$ cat config.mk
export PLATFORM = sky130hd
export DESIGN_NAME = difference_unit
export DESIGN_NICKNAME = d
export VERILOG_FILES = /design/src/rtl/difference_unit.sv
export SDC_FILE = /design/constraint.sdc
export NUM_CORES = 1
export LEC_CHECK = 0
export CAP_MARGIN = 40
export CORE_ASPECT_RATIO = 0.75
export CORE_MARGIN = 5
export CORE_UTILIZATION = 35
export DETAILED_ROUTE_END_ITERATION = 16
export PLACE_DENSITY = 0.59
export SLEW_MARGIN = 20
export SYNTH_ARGS = -nofsm -noshare
export SYNTH_HDL_FRONTEND = slang
export SYNTH_SLANG_ARGS = --single-unit
$ cat constraint.sdc
create_clock -name clk -period 2.9 [get_ports clk]
set_input_delay 0.29 -clock clk [delete_from_list [all_inputs] [get_ports clk]]
set_output_delay 0.29 -clock clk [all_outputs]
set_load 0.02 [all_outputs]
$ cat src/rtl/difference_unit.sv
// ============================================================================
// difference_unit
// ----------------------------------------------------------------------------
// Purpose:
//   Undoes an accumulation stage. A stream of running-sum complex words
//   {real, imag} is turned back into per-sample values:
//       out[n] = in[n] - in[n-1]
//   The history is zeroed at every frame start. Each component wraps modulo
//   2^DATA_W, and there is no carry between the real and imag halves.
//   The block has a single registered output stage with valid/ready
//   handshakes on both sides and tracks frame length.
//
// Parameters:
//   DATA_W     width of each component (word is 2*DATA_W bits)
//   FRAME_LEN  samples per frame (>= 2)
//
// Ports:
//   clk        rising-edge clock
//   nrst       asynchronous active-low reset
//   clr        synchronous clear of history, frame count and output word
//   in_valid   input word valid
//   in_ready   block can accept an input word this cycle
//   in_data    {real, imag} accumulated value
//   in_last    marks the last word of a frame
//   out_valid  output word valid
//   out_ready  downstream accepts the output word
//   out_data   {real, imag} differenced sample
//   out_last   output word is the last of its frame
//   frame_err  one-cycle pulse: in_last disagreed with the frame counter
// ============================================================================
module difference_unit #(
    parameter int DATA_W    = 16,
    parameter int FRAME_LEN = 8
) (
    input  logic                  clk,
    input  logic                  nrst,
    input  logic                  clr,
    input  logic                  in_valid,
    output logic                  in_ready,
    input  logic [2*DATA_W-1:0]   in_data,
    input  logic                  in_last,
    output logic                  out_valid,
    input  logic                  out_ready,
    output logic [2*DATA_W-1:0]   out_data,
    output logic                  out_last,
    output logic                  frame_err
);

    localparam int              CNT_W    = (FRAME_LEN > 2) ? $clog2(FRAME_LEN) : 1;
    localparam logic [CNT_W-1:0] LAST_CNT = CNT_W'(FRAME_LEN - 1);

    // FIRST: the next beat opens a frame, so the previous value counts as zero.
    // MID:   the next beat is differenced against the stored history word.
    typedef enum logic {
        ST_FIRST = 1'b0,
        ST_MID   = 1'b1
    } state_e;

    state_e                 state_q,     state_d;
    logic [CNT_W-1:0]       cnt_q,       cnt_d;
    logic [2*DATA_W-1:0]    histData_q,  histData_d;
    logic                   outValid_q,  outValid_d;
    logic [2*DATA_W-1:0]    outData_q,   outData_d;
    logic                   outLast_q,   outLast_d;
    logic                   frameErr_q,  frameErr_d;

    logic                   inBeat;
    logic                   cntAtEnd;
    logic                   frameEnd;
    logic [2*DATA_W-1:0]    prevWord;
    logic [DATA_W-1:0]      diffReal;
    logic [DATA_W-1:0]      diffImag;

    // Handshake decode.
    // A beat presented while clr is high is discarded, so it never counts as
    // accepted. The frame ends either on an explicit in_last or when the
    // counter reaches the nominal frame length. Whichever comes first wins,
    // so the stream realigns after a framing error.
    always_comb begin
        inBeat   = in_valid && in_ready && !clr;
        cntAtEnd = (cnt_q == LAST_CNT);
        frameEnd = in_last || cntAtEnd;
    end

    // Per-component subtraction.
    // Each half is subtracted separately, so a borrow out of the imag half
    // can never leak into the real half. Both halves wrap naturally at
    // DATA_W bits.
    always_comb begin
        prevWord = (state_q == ST_MID) ? histData_q : '0;
        diffReal = in_data[2*DATA_W-1:DATA_W] - prevWord[2*DATA_W-1:DATA_W];
        diffImag = in_data[DATA_W-1:0]        - prevWord[DATA_W-1:0];
    end

    // State register for the frame-position FSM.
    always_ff @(posedge clk or negedge nrst) begin
        if (!nrst) begin
            state_q <= ST_FIRST;
        end else begin
            state_q <= state_d;
        end
    end

    // Next-state logic.
    // A beat that ends a frame always returns to FIRST, including a beat that
    // both opens and closes a frame. Any other beat leaves the FSM in MID.
    always_comb begin
        state_d = state_q;
        if (clr) begin
            state_d = ST_FIRST;
        end else if (inBeat) begin
            case (state_q)
                ST_FIRST: state_d = frameEnd ? ST_FIRST : ST_MID;
                ST_MID:   state_d = frameEnd ? ST_FIRST : ST_MID;
                default:  state_d = ST_FIRST;
            endcase
        end
    end

    // Output and port-facing logic.
    // The block is a one-stage pipeline, so it can take a new word whenever
    // the output slot is empty or is being drained in this same cycle. That
    // keeps throughput at one word per cycle with no bubbles.
    always_comb begin
        in_ready  = !outValid_q || out_ready;
        out_valid = outValid_q;
        out_data  = outData_q;
        out_last  = outLast_q;
        frame_err = frameErr_q;
    end

    // Datapath next-state.
    // The output word is only overwritten on an accepted beat. This holds it
    // stable while downstream stalls. A simultaneous pop and push simply
    // replaces the word, because the old one has just been taken.
    // frame_err defaults low so that it only ever pulses for one cycle.
    always_comb begin
        cnt_d      = cnt_q;
        histData_d = histData_q;
        outValid_d = outValid_q;
        outData_d  = outData_q;
        outLast_d  = outLast_q;
        frameErr_d = 1'b0;

        if (clr) begin
            cnt_d      = '0;
            histData_d = '0;
            outValid_d = 1'b0;
            outData_d  = '0;
            outLast_d  = 1'b0;
        end else begin
            if (out_ready) begin
                outValid_d = 1'b0;
            end
            if (inBeat) begin
                outValid_d = 1'b1;
                outData_d  = {diffReal, diffImag};
                outLast_d  = frameEnd;
                histData_d = in_data;
                cnt_d      = frameEnd ? '0 : cnt_q + CNT_W'(1);
                frameErr_d = (in_last != cntAtEnd);
            end
        end
    end

    // Datapath registers.
    // An asynchronous reset drops everything immediately, including any
    // partially processed frame.
    always_ff @(posedge clk or negedge nrst) begin
        if (!nrst) begin
            cnt_q      <= '0;
            histData_q <= '0;
            outValid_q <= 1'b0;
            outData_q  <= '0;
            outLast_q  <= 1'b0;
            frameErr_q <= 1'b0;
        end else begin
            cnt_q      <= cnt_d;
            histData_q <= histData_d;
            outValid_q <= outValid_d;
            outData_q  <= outData_d;
            outLast_q  <= outLast_d;
            frameErr_q <= frameErr_d;
        end
    end

endmodule
==> reports/metrics.cfg, run 1 <==
[worst_setup_path]
worst-path-buf-inv = 2
crit_top_cell = nand3_1
cp.required_ps = 3160
cp_max_fo = 16
crit_cells = 11
cp_top_family = simple AND/OR/NAND/NOR gates
max_stage_delay_ps = 410
crit_path_end_kind = flip-flop
worst_setup_path_start_kind = flip-flop
startpoint = state_q
criticalPathCategory = flip-flop to flip-flop
critPathSlowestCell = or4_1
crit_arrival_ps = 2830
r2r-start = state_q
rr_worst_depth = 11
path_cells = buf_4 -> and2_1 -> ha_1 -> inv_1 -> fa_1 -> a21oi_1 -> o211ai_1 -> nand3_1 -> o21a_1 -> or4_1 -> nand3_1

[routing]
drtIter0Drc = 216
vias = 3499
vias_per_cell = 5.19
first_pass_iters = 4
routed-wl-met3_um = 471
final_antenna_net_count = 0
wl_met2_um = 4480
wire_per_inst_um = 15.3
drc_errors = 0
maxUsedRoutingLayer = met4
wl_met1_um = 5230
wirelength_um = 10300

[clock_network]
cts_tree = done
cts_buffers = 9
root_buffer = clkbuf_16
cts.htree.levels = 3
clk_path_buf_depth = 2
cts_setup_buffers = 0
clk_pin_slew_ps = 60
clock_latency_ps = 330
clock-sinks = 71
ctsResizeCount = 0
cts_hold_buf = 0

[global_routing]
grt_pass1_vias = 3471
grt_max_degree = 49
antenna_found_initial = 0
grt_overflow = 0
grt_first_pass_wirelength_um = 17600
groute.usage.overall_pct = 15.2

[timing]
worst_slew_pin_slew_ps = 718
timing.final.crit_period_ps = 2570
setup_violations = 0
rsz0062_at_grt = false
hold_viol = 0
fin_crit_sh_pct = 88.5
drv_slew = 0
tns_ps = 0
timing.fmax_ghz = 0.390
skew_ps = 6.22
relSlewSlack_pct = 52.2

[die]
die_y_um = 105
fp.dieArea_um2 = 14300
pin_count = 74
die_width_um = 136
core-area_um2 = 11700
start_util_pct = 36.0
fp-row-count = 34

[run]
drv_cap = 0

[power]
power.density_nw_per_um2 = 529
vdd_drop_max_mv = 0.266
p_leak_uw = 0.00238

[yosys]
synth_edf_count = 0
synth_top_area_share_pct = 42.3
synthFlopType = dfrtp_1
syn_area_um2 = 4200
async_flop_share_pct = 100
synth.avg_cell_area_um2 = 9.68
synth_cells = 434
ys_types = 45
yosysWarnings = 0
synth_seq_area_share_pct = 42.3
synth.largest_area_cell = dfrtp_1
yosys-top-cells-area = dfrtp_1 (42%), ha_1 (12%), a22o_1 (6.9%)
syn-num-nets = 514
ys_ff_latch = 71

[cells_and_area]
diodes = 0
stdcell_area_um2 = 5450
final_util_pct = 46.8
drive_gt1_share_pct = 5.66
fin_nets = 587
syn_to_final_growth_pct = 29.8

[status]
status = completed

[placement]
dpl_cell_area_um2 = 5130
gp_congestion = 0.882
port_buffers = 73
post-dp-hpwl_um = 7540

[hold_path]
hp-class = input port to asynchronous set/reset pin

## per-layer routing
metal,vias to the layer above,track usage [%]
met5,-,0
met4,0,4.39
met3,10,3.65
met2,78,22.5
met1,1695,22.1
li1,1716,-
## final cells by class
type                       count  area, um^2
inverter                      17        63.8
fill                        1142        6200
tap                          162         203
timing repair buffer          82         818
clock inverter                 5        81.3
clock buffer                  11         243
sequential                    71        1780
multi-input combinational    326        2270
## placed cells by master (no fill, tap or decap), types with 3 or more instances in the layout
master	n
nand2_1	75
clkdlybuf4s50_1	72
dfrtp_1	71
ha_1	40
o21ai_0	37
a22o_1	33
a21oi_1	27
inv_1	17
xor2_1	11
xnor2_1	10
a21o_1	9
nor2_1	9
nand4_1	9
clkbuf_16	9
nand3_1	7
buf_4	7
a32o_1	6
and2_1	4
o21a_1	4
or3_1	4
nor2b_1	3
o211ai_1	3
o31ai_1	3
## sequential cells by signal, summed over array words and instances, names as in the netlist
register    flops
histData_q     32
state_q         1
out_valid       1
cnt_q           3
out_data       32
out_last        1
frame_err       1
## power by group
part / leakage [uW] / switching [uW] / internal (uW)
logic: 0.00128 / 311 / 263
registers: 0.000949 / 40.6 / 1060
clock network: 0.000156 / 435 / 777
total: 0.00238 / 787 / 2100
## through the flow
stage               total power (uW)  hold WS (ps)  worst slack, ps  cells
floorplan                       1440         -5.59              341    434
global placement                1690           378              222    658
detailed placement              1700           381              198    658
CTS                             2930          17.1              309    674
global route                    3030          50.5             79.0    674
finish                          2890          1.64              334    674
## cells by family after synthesis
group	share of synthesized area, %
and+or+nand+nor	12.9
buffers and inverters	3.99
DFF	42.3
xor gates and xnor gates	4.38
muxes	0.238
adders and majority gates	12.9
AOI/OAI and AO/OA	23.3
## cell usage after synthesis, drive strengths merged, types with 2 or more instances
cell type,number
a31oi,2
nor2b,3
xnor2,10
o21bai,2
inv,17
o211ai,3
dfrtp,71
fa,2
nand4,9
o211a,2
nand2,75
clkbuf,18
a21o,10
xor2,11
a32o,6
buf,2
o311a,2
nand3b,2
nor2,9
a21oi,29
and3,2
and2,4
nand2b,2
or3,4
a22o,33
ha,40
o21a,4
o21ai,37
or4,2
nand3,7
a211oi,2
o31ai,3
## final timing paths
check	to	slack, ps
min	histData_q[8]	2
max in group asynchronous	histData_q[4]	2220
min in group clk	out_data[5]	480
max reg2reg	out_data[14]	330
min reg2reg	out_data[5]	480
max	out_data[14]	330
## worst register-to-register path: stages, from the launching register on
cell      delay (ps)
dfrtp_1          400
buf_4            210
and2_1           180
ha_1             180
inv_1             60
fa_1             190
a21oi_1          110
o211ai_1         260
nand3_1          150
o21a_1           240
or4_1            410
nand3_1          100
Note: power is estimated with default switching activity, not from simulation.
==> inputs of run 2 (changes only) <==
--- a/config.mk
+++ b/config.mk
@@ -10,7 +10,8 @@
 export CORE_MARGIN = 5
 export CORE_UTILIZATION = 35
 export DETAILED_ROUTE_END_ITERATION = 16
-export PLACE_DENSITY = 0.59
+export DONT_BUFFER_PORTS = 1
+export PLACE_DENSITY = 0.51
 export SLEW_MARGIN = 20
 export SYNTH_ARGS = -nofsm -noshare
 export SYNTH_HDL_FRONTEND = slang
==> run 2 against run 1 <==
Critical path depth unchanged. Cell count decreased by 11%. Register-to-register slack got worse by 60 ps. Combinational power decreased by 31%.
==> reports/metrics.cfg, run 2 (synthesis results as in run 1) <==
[timing]
relSlewSlack_pct = 47.3  ; was 52.2%
hold_viol = 0  ; unchanged
timing.final.crit_period_ps = 2630  ; was 2570 ps
skew_ps = 11.0  ; was 6.22 ps
fin_crit_sh_pct = 90.7  ; was 88.5%
rsz0062_at_grt = false  ; unchanged
tns_ps = 0  ; unchanged
setup_violations = 0  ; unchanged
timing.fmax_ghz = 0.380  ; was 0.390 GHz
worst_slack_ps = 270  ; was 334 ps
hold_slack_ps = 92.1  ; was 1.64 ps
worst_slew_pin_slew_ps = 789  ; was 718 ps
drv_slew = 0  ; unchanged

[worst_setup_path]
critPathSlowestCell = dfrtp_1  ; was or4_1
cp_max_fo = 17  ; was 16
worst_setup_path_start_kind = flip-flop  ; unchanged
max_stage_delay_ps = 400  ; was 410 ps
crit_path_end_kind = flip-flop  ; unchanged
criticalPathCategory = flip-flop to flip-flop  ; unchanged
cp.required_ps = 3170  ; was 3160 ps
path_cells = buf_4 -> and2_1 -> ha_1 -> inv_1 -> fa_1 -> a21oi_1 -> o211ai_1 -> nand3_1 -> o21a_1 -> or4_1 -> nand3_1  ; unchanged
crit_arrival_ps = 2900  ; was 2830 ps
crit_top_cell = nand3_1  ; unchanged

[placement]
post-place-ws_ps = 280  ; was 198 ps
dpl_cell_area_um2 = 4420  ; was 5130 um^2
post-dp-hpwl_um = 7570  ; was 7540 um
gp_congestion = 0.839  ; was 0.882
port_buffers = 0  ; was 73

[power]
p_leak_uw = 0.00213  ; was 0.00238 uW
power.density_nw_per_um2 = 565  ; was 529 nW/um^2
vdd_drop_max_mv = 0.257  ; was 0.266 mV

[clock_network]
root_buffer = clkbuf_16  ; unchanged
cts_tree = done  ; unchanged
clock-sinks = 71  ; unchanged
cts.htree.levels = 3  ; unchanged
clk_path_buf_depth = 2  ; unchanged
clk_pin_slew_ps = 60  ; about the same
cts_buffers = 9  ; unchanged
clock_latency_ps = 340  ; was 330 ps

[die]
pin_count = 74  ; unchanged
die_width_um = 136  ; unchanged
fp.dieArea_um2 = 14300  ; unchanged
fp-row-count = 34  ; unchanged
start_util_pct = 36.0  ; unchanged
die_y_um = 105  ; unchanged
core-area_um2 = 11700  ; unchanged

[routing]
vias = 3197  ; was 3,499
vias_per_cell = 5.30  ; was 5.19
first_pass_iters = 4  ; unchanged
wire_per_inst_um = 17.8  ; was 15.3 um
drc_errors = 0  ; unchanged
drtIter0Drc = 160  ; was 216
wirelength_um = 10700  ; was 10,300 um
final_antenna_net_count = 0  ; unchanged

[cells_and_area]
final_common_cell = nand2_1  ; unchanged
layout_common_cells = nand2_1 (75), dfrtp_1 (71), ha_1 (40)  ; was nand2_1 (75), clkdlybuf4s50_1 (72), dfrtp_1 (71)
final_util_pct = 41.0  ; was 46.8%
fillers = 1145  ; was 1,142
stdcell_area_um2 = 4780  ; was 5450 um^2
regArea_um2 = 1780  ; unchanged
drive_gt1_share_pct = 6.80  ; was 5.66%
diodes = 0  ; unchanged
fin_nets = 516  ; was 587
syn_to_final_growth_pct = 13.9  ; was 29.8%
multi_input_area_um2 = 2270  ; about the same

[global_routing]
antenna_found_initial = 0  ; unchanged
groute.usage.overall_pct = 15.5  ; was 15.2%
grt_first_pass_wirelength_um = 17500  ; was 17,600 um
grt_overflow = 0  ; unchanged
grt_max_degree = 72  ; was 49
grt_pass1_vias = 3236  ; was 3,471

[run]
drv_cap = 0  ; unchanged

[hold_path]
hp-class = input port to flip-flop  ; was input port to asynchronous set/reset pin

[status]
status = completed  ; unchanged

run 2: per-layer routing:
metal  global-route usage, %  vias to the layer above  routed length, um
li1                        -                     1574                  -
met1                    23.1                     1552               5530
met2                    21.3                       58               4370
met3                    5.38                       13                693
met4                    3.88                        0                121
met5                       0                        -                  0
run 2: metrics by stage:
step,std cells,power [uW]
final,603,2700
after global routing,603,2840
after CTS,603,2750
after detailed placement,584,1540
after global placement,584,1540
after floorplan,434,1440
run 2: cell type report:
cell class / count / area share (%)
Clock buffer: 11 / 5.28
Sequential cell: 71 / 37.1
Timing Repair Buffer: 11 / 3.30
Tap cell: 162 / 4.24
Inverter: 17 / 1.33
Clock inverter: 5 / 1.18
Multi-Input combinational cell: 326 / 47.5
run 2: critical path: cells and delay by family, from the launching register on:
family                     cells  cell delay, ps
AOI/OAI and AO/OA              3             670
adders and majority gates      2             390
and+or+nand+nor                4             820
DFF                            1             400
buffers and inverters          2             290
run 2: final timing paths:
kind                                startpoint        endpoint  slack (ps)  cells past startpoint
worst max-delay path                   state_q    out_data[14]         270                     11
worst min-delay path               in_data[11]  histData_q[11]          90                      1
worst max register to register         state_q    out_data[14]         270                     11
worst min register to register  histData_q[16]  histData_q[16]         470                      2
max in group asynchronous                 nrst       frame_err        2060                      2
min in group asynchronous                 nrst  histData_q[13]         550                      2
run 2: what timing repair did:
action	in CTS	in global routing
setup endpoints to repair	0	1
endpoints found under the hold margin	72	0
setup buffers	0	0
hold buffers	3	0
gates resized for setup	0	1
run 2: report_power, final:
group	switching, uW	leakage (uW)	internal (uW)	total, uW
Clock	439	0.000152	711	1150
Combinational	232	0.00103	163	396
Sequential	98.2	0.000949	1060	1160
Total	770	0.00213	1930	2700
==> inputs of run 3 (changes only) <==
--- a/config.mk
+++ b/config.mk
@@ -11,6 +11,7 @@
 export CORE_UTILIZATION = 35
 export DETAILED_ROUTE_END_ITERATION = 16
 export DONT_BUFFER_PORTS = 1
+export GPL_TIMING_DRIVEN = 0
 export PLACE_DENSITY = 0.51
 export SLEW_MARGIN = 20
 export SYNTH_ARGS = -nofsm -noshare
==> run 3 against run 2 <==
Worst hold slack worse by 73 ps. Sequential cell count unchanged. Clock power down 8%. Clock-buffer cell count up 4. First-iteration DRC count up 13%. Via count up 3.8%. Register-to-register slack worse by 60 ps. Critical path type unchanged.
==> reports/metrics.cfg, run 3 (synthesis results as in run 1) <==
[status]
status = completed  ; unchanged

[cells_and_area]
syn_to_final_growth_pct = 12.9  ; was 13.9%
fin_nets = 526  ; was 516
stdcell_area_um2 = 4740  ; was 4780 um^2
layout_common_cells = nand2_1 (75), dfrtp_1 (71), ha_1 (40)  ; unchanged
stdcell_count = 612  ; was 603
diodes = 0  ; unchanged
final_util_pct = 40.7  ; was 41.0%
drive_gt1_share_pct = 6.00  ; was 6.80%
final_common_cell = nand2_1  ; unchanged

[power]
p_clk_share_pct = 40.5  ; was 42.5%
internal_power_uw = 1860  ; was 1930 uW
p_leak_uw = 0.00211  ; was 0.00213 uW
power.density_nw_per_um2 = 552  ; was 565 nW/um^2
p_switching_uw = 756  ; was 770 uW
vdd_drop_max_mv = 0.295  ; was 0.257 mV
pwr-share-comb_pct = 15.2  ; was 14.6%
p_seq_share_pct = 44.3  ; was 42.8%
swShare_pct = 28.9  ; was 28.5%

[die]
core-area_um2 = 11700  ; unchanged
fp.dieArea_um2 = 14300  ; unchanged
die_width_um = 136  ; unchanged
pin_count = 74  ; unchanged
die_y_um = 105  ; unchanged
fp-row-count = 34  ; unchanged
start_util_pct = 36.0  ; unchanged

[placement]
port_buffers = 0  ; unchanged
post-place-ws_ps = -370  ; was 280 ps
gp_congestion = 0.900  ; was 0.839
dp_cells = 596  ; was 584
dpl_cell_area_um2 = 4400  ; was 4420 um^2
post-dp-hpwl_um = 8400  ; was 7570 um

[clock_network]
clk_path_buf_depth = 2  ; unchanged
root_buffer = clkbuf_16  ; unchanged
clock-sinks = 71  ; unchanged
cts_setup_buffers = 0  ; unchanged
cts_buffers = 9  ; unchanged
clk_pin_slew_ps = 60  ; about the same
cts_tree = done  ; unchanged
cts.htree.levels = 3  ; unchanged
clock_latency_ps = 330  ; was 340 ps

[timing]
hold_viol = 0  ; unchanged
skew_ps = 5.33  ; was 11.0 ps
rsz0062_at_grt = false  ; unchanged
drv_slew = 0  ; unchanged
timing.fmax_ghz = 0.372  ; was 0.380 GHz
setup_violations = 0  ; unchanged
worst_slew_pin_slew_ps = 694  ; was 789 ps
worst_slack_ps = 212  ; was 270 ps
relSlewSlack_pct = 53.7  ; was 47.3%
hold_slack_ps = 18.8  ; was 92.1 ps
fin_crit_sh_pct = 92.7  ; was 90.7%
timing.final.crit_period_ps = 2690  ; was 2630 ps

[global_routing]
groute.usage.overall_pct = 17.2  ; was 15.5%
gr-usage-met3_pct = 6.44  ; was 5.38%
antenna_found_initial = 0  ; unchanged
met1_usage_pct = 25.1  ; was 23.1%
grt_overflow = 0  ; unchanged
grt_util_met2_pct = 23.2  ; was 21.3%
grt_max_degree = 72  ; unchanged
grt_first_pass_wirelength_um = 18900  ; was 17,500 um
grt.busiest_layer = met1  ; unchanged
grt_pass1_vias = 3372  ; was 3,236

[routing]
final_antenna_net_count = 0  ; unchanged
drtIter0Drc = 180  ; was 160
drc_errors = 0  ; unchanged
vias_per_cell = 5.42  ; was 5.30
wirelength_um = 11700  ; was 10,700 um
vias = 3318  ; was 3,197
first_pass_iters = 4  ; unchanged
wire_per_inst_um = 19.1  ; was 17.8 um

[worst_setup_path]
cp.required_ps = 3170  ; about the same
max_stage_delay_ps = 450  ; was 400 ps
crit_arrival_ps = 2960  ; was 2900 ps
criticalPathCategory = flip-flop to flip-flop  ; unchanged
crit_top_cell = nand3_1  ; unchanged
path_cells = buf_4 -> and2_1 -> ha_1 -> inv_1 -> fa_1 -> a21oi_2 -> o211ai_1 -> nand3_1 -> o21a_1 -> or4_1 -> nand3_1  ; was buf_4 -> and2_1 -> ha_1 -> inv_1 -> fa_1 -> a21oi_1 -> o211ai_1 -> nand3_1 -> o21a_1 -> or4_1 -> nand3_1
cp_max_fo = 10  ; was 17
cp_top_family = simple AND/OR/NAND/NOR gates  ; unchanged
worst_setup_path_start_kind = flip-flop  ; unchanged
crit_path_end_kind = flip-flop  ; unchanged
critPathSlowestCell = dfrtp_1  ; unchanged
worst-path-buf-inv = 2  ; unchanged

[hold_path]
hp-class = input port to flip-flop  ; unchanged

[run]
drv_cap = 0  ; unchanged

==> run 3: cell count changes in the layout (fill, tap and decap cells not counted), sizes merged <==
cell,change
dlygate4sd3,-1
clkinv,-3
bufinv,-1
clkinvlp,-1
clkbuf,+19
buf,-4
==> run 3: path summary, 6_finish.rpt <==
kind,from,end,slack [ps],depth (start not counted)
max,state_q,out_data[14],210,11
min,clr,out_valid,20,1
max reg2reg,state_q,out_data[14],210,11
min reg2reg,histData_q[0],histData_q[0],480,2
max in group asynchronous,nrst,histData_q[1],2100,2
min in group asynchronous,nrst,out_data[7],510,2
==> run 3: what timing repair did <==
item	4_1_cts	5_1_grt
gates resized for setup	5	7
endpoints found under the setup margin	14	10
hold buffers	2	0
hold endpoints to repair	71	0
==> run 3: power groups by stage <==
stage | Clock (uW) | Sequential, uW | Combinational [uW]
floorplan | 0 | 1160 | 281
global route | 1140 | 1170 | 453
CTS | 1090 | 1160 | 400
detailed placement | 0 | 1180 | 367
finish | 1060 | 1160 | 399
global placement | 0 | 1180 | 362
==> run 3: through the flow <==
step / power [uW] / TNS [ps]
after floorplan: 1440 / 0
after global placement: 1540 / -1880
after detailed placement: 1540 / -2070
after CTS: 2650 / 0
after global routing: 2760 / 0
final: 2620 / 0
==> run 3: layout make-up <==
cell class | instances | area, um^2
plain buffers | 19 | 109
multi-input cells | 326 | 2270
flip-flops and latches | 71 | 1780
inverters | 17 | 63.8
clock buffers | 15 | 278
fillers | 1129 | 6910
well taps | 162 | 203
repair buffers | 2 | 37.5
==> run 3: layer usage <==
layer | share of wire [%] | up-vias
met5 | 0 | -
met4 | 1.1 | 0
met3 | 7.3 | 9
met2 | 42 | 93
met1 | 49 | 1615
li1 | - | 1601
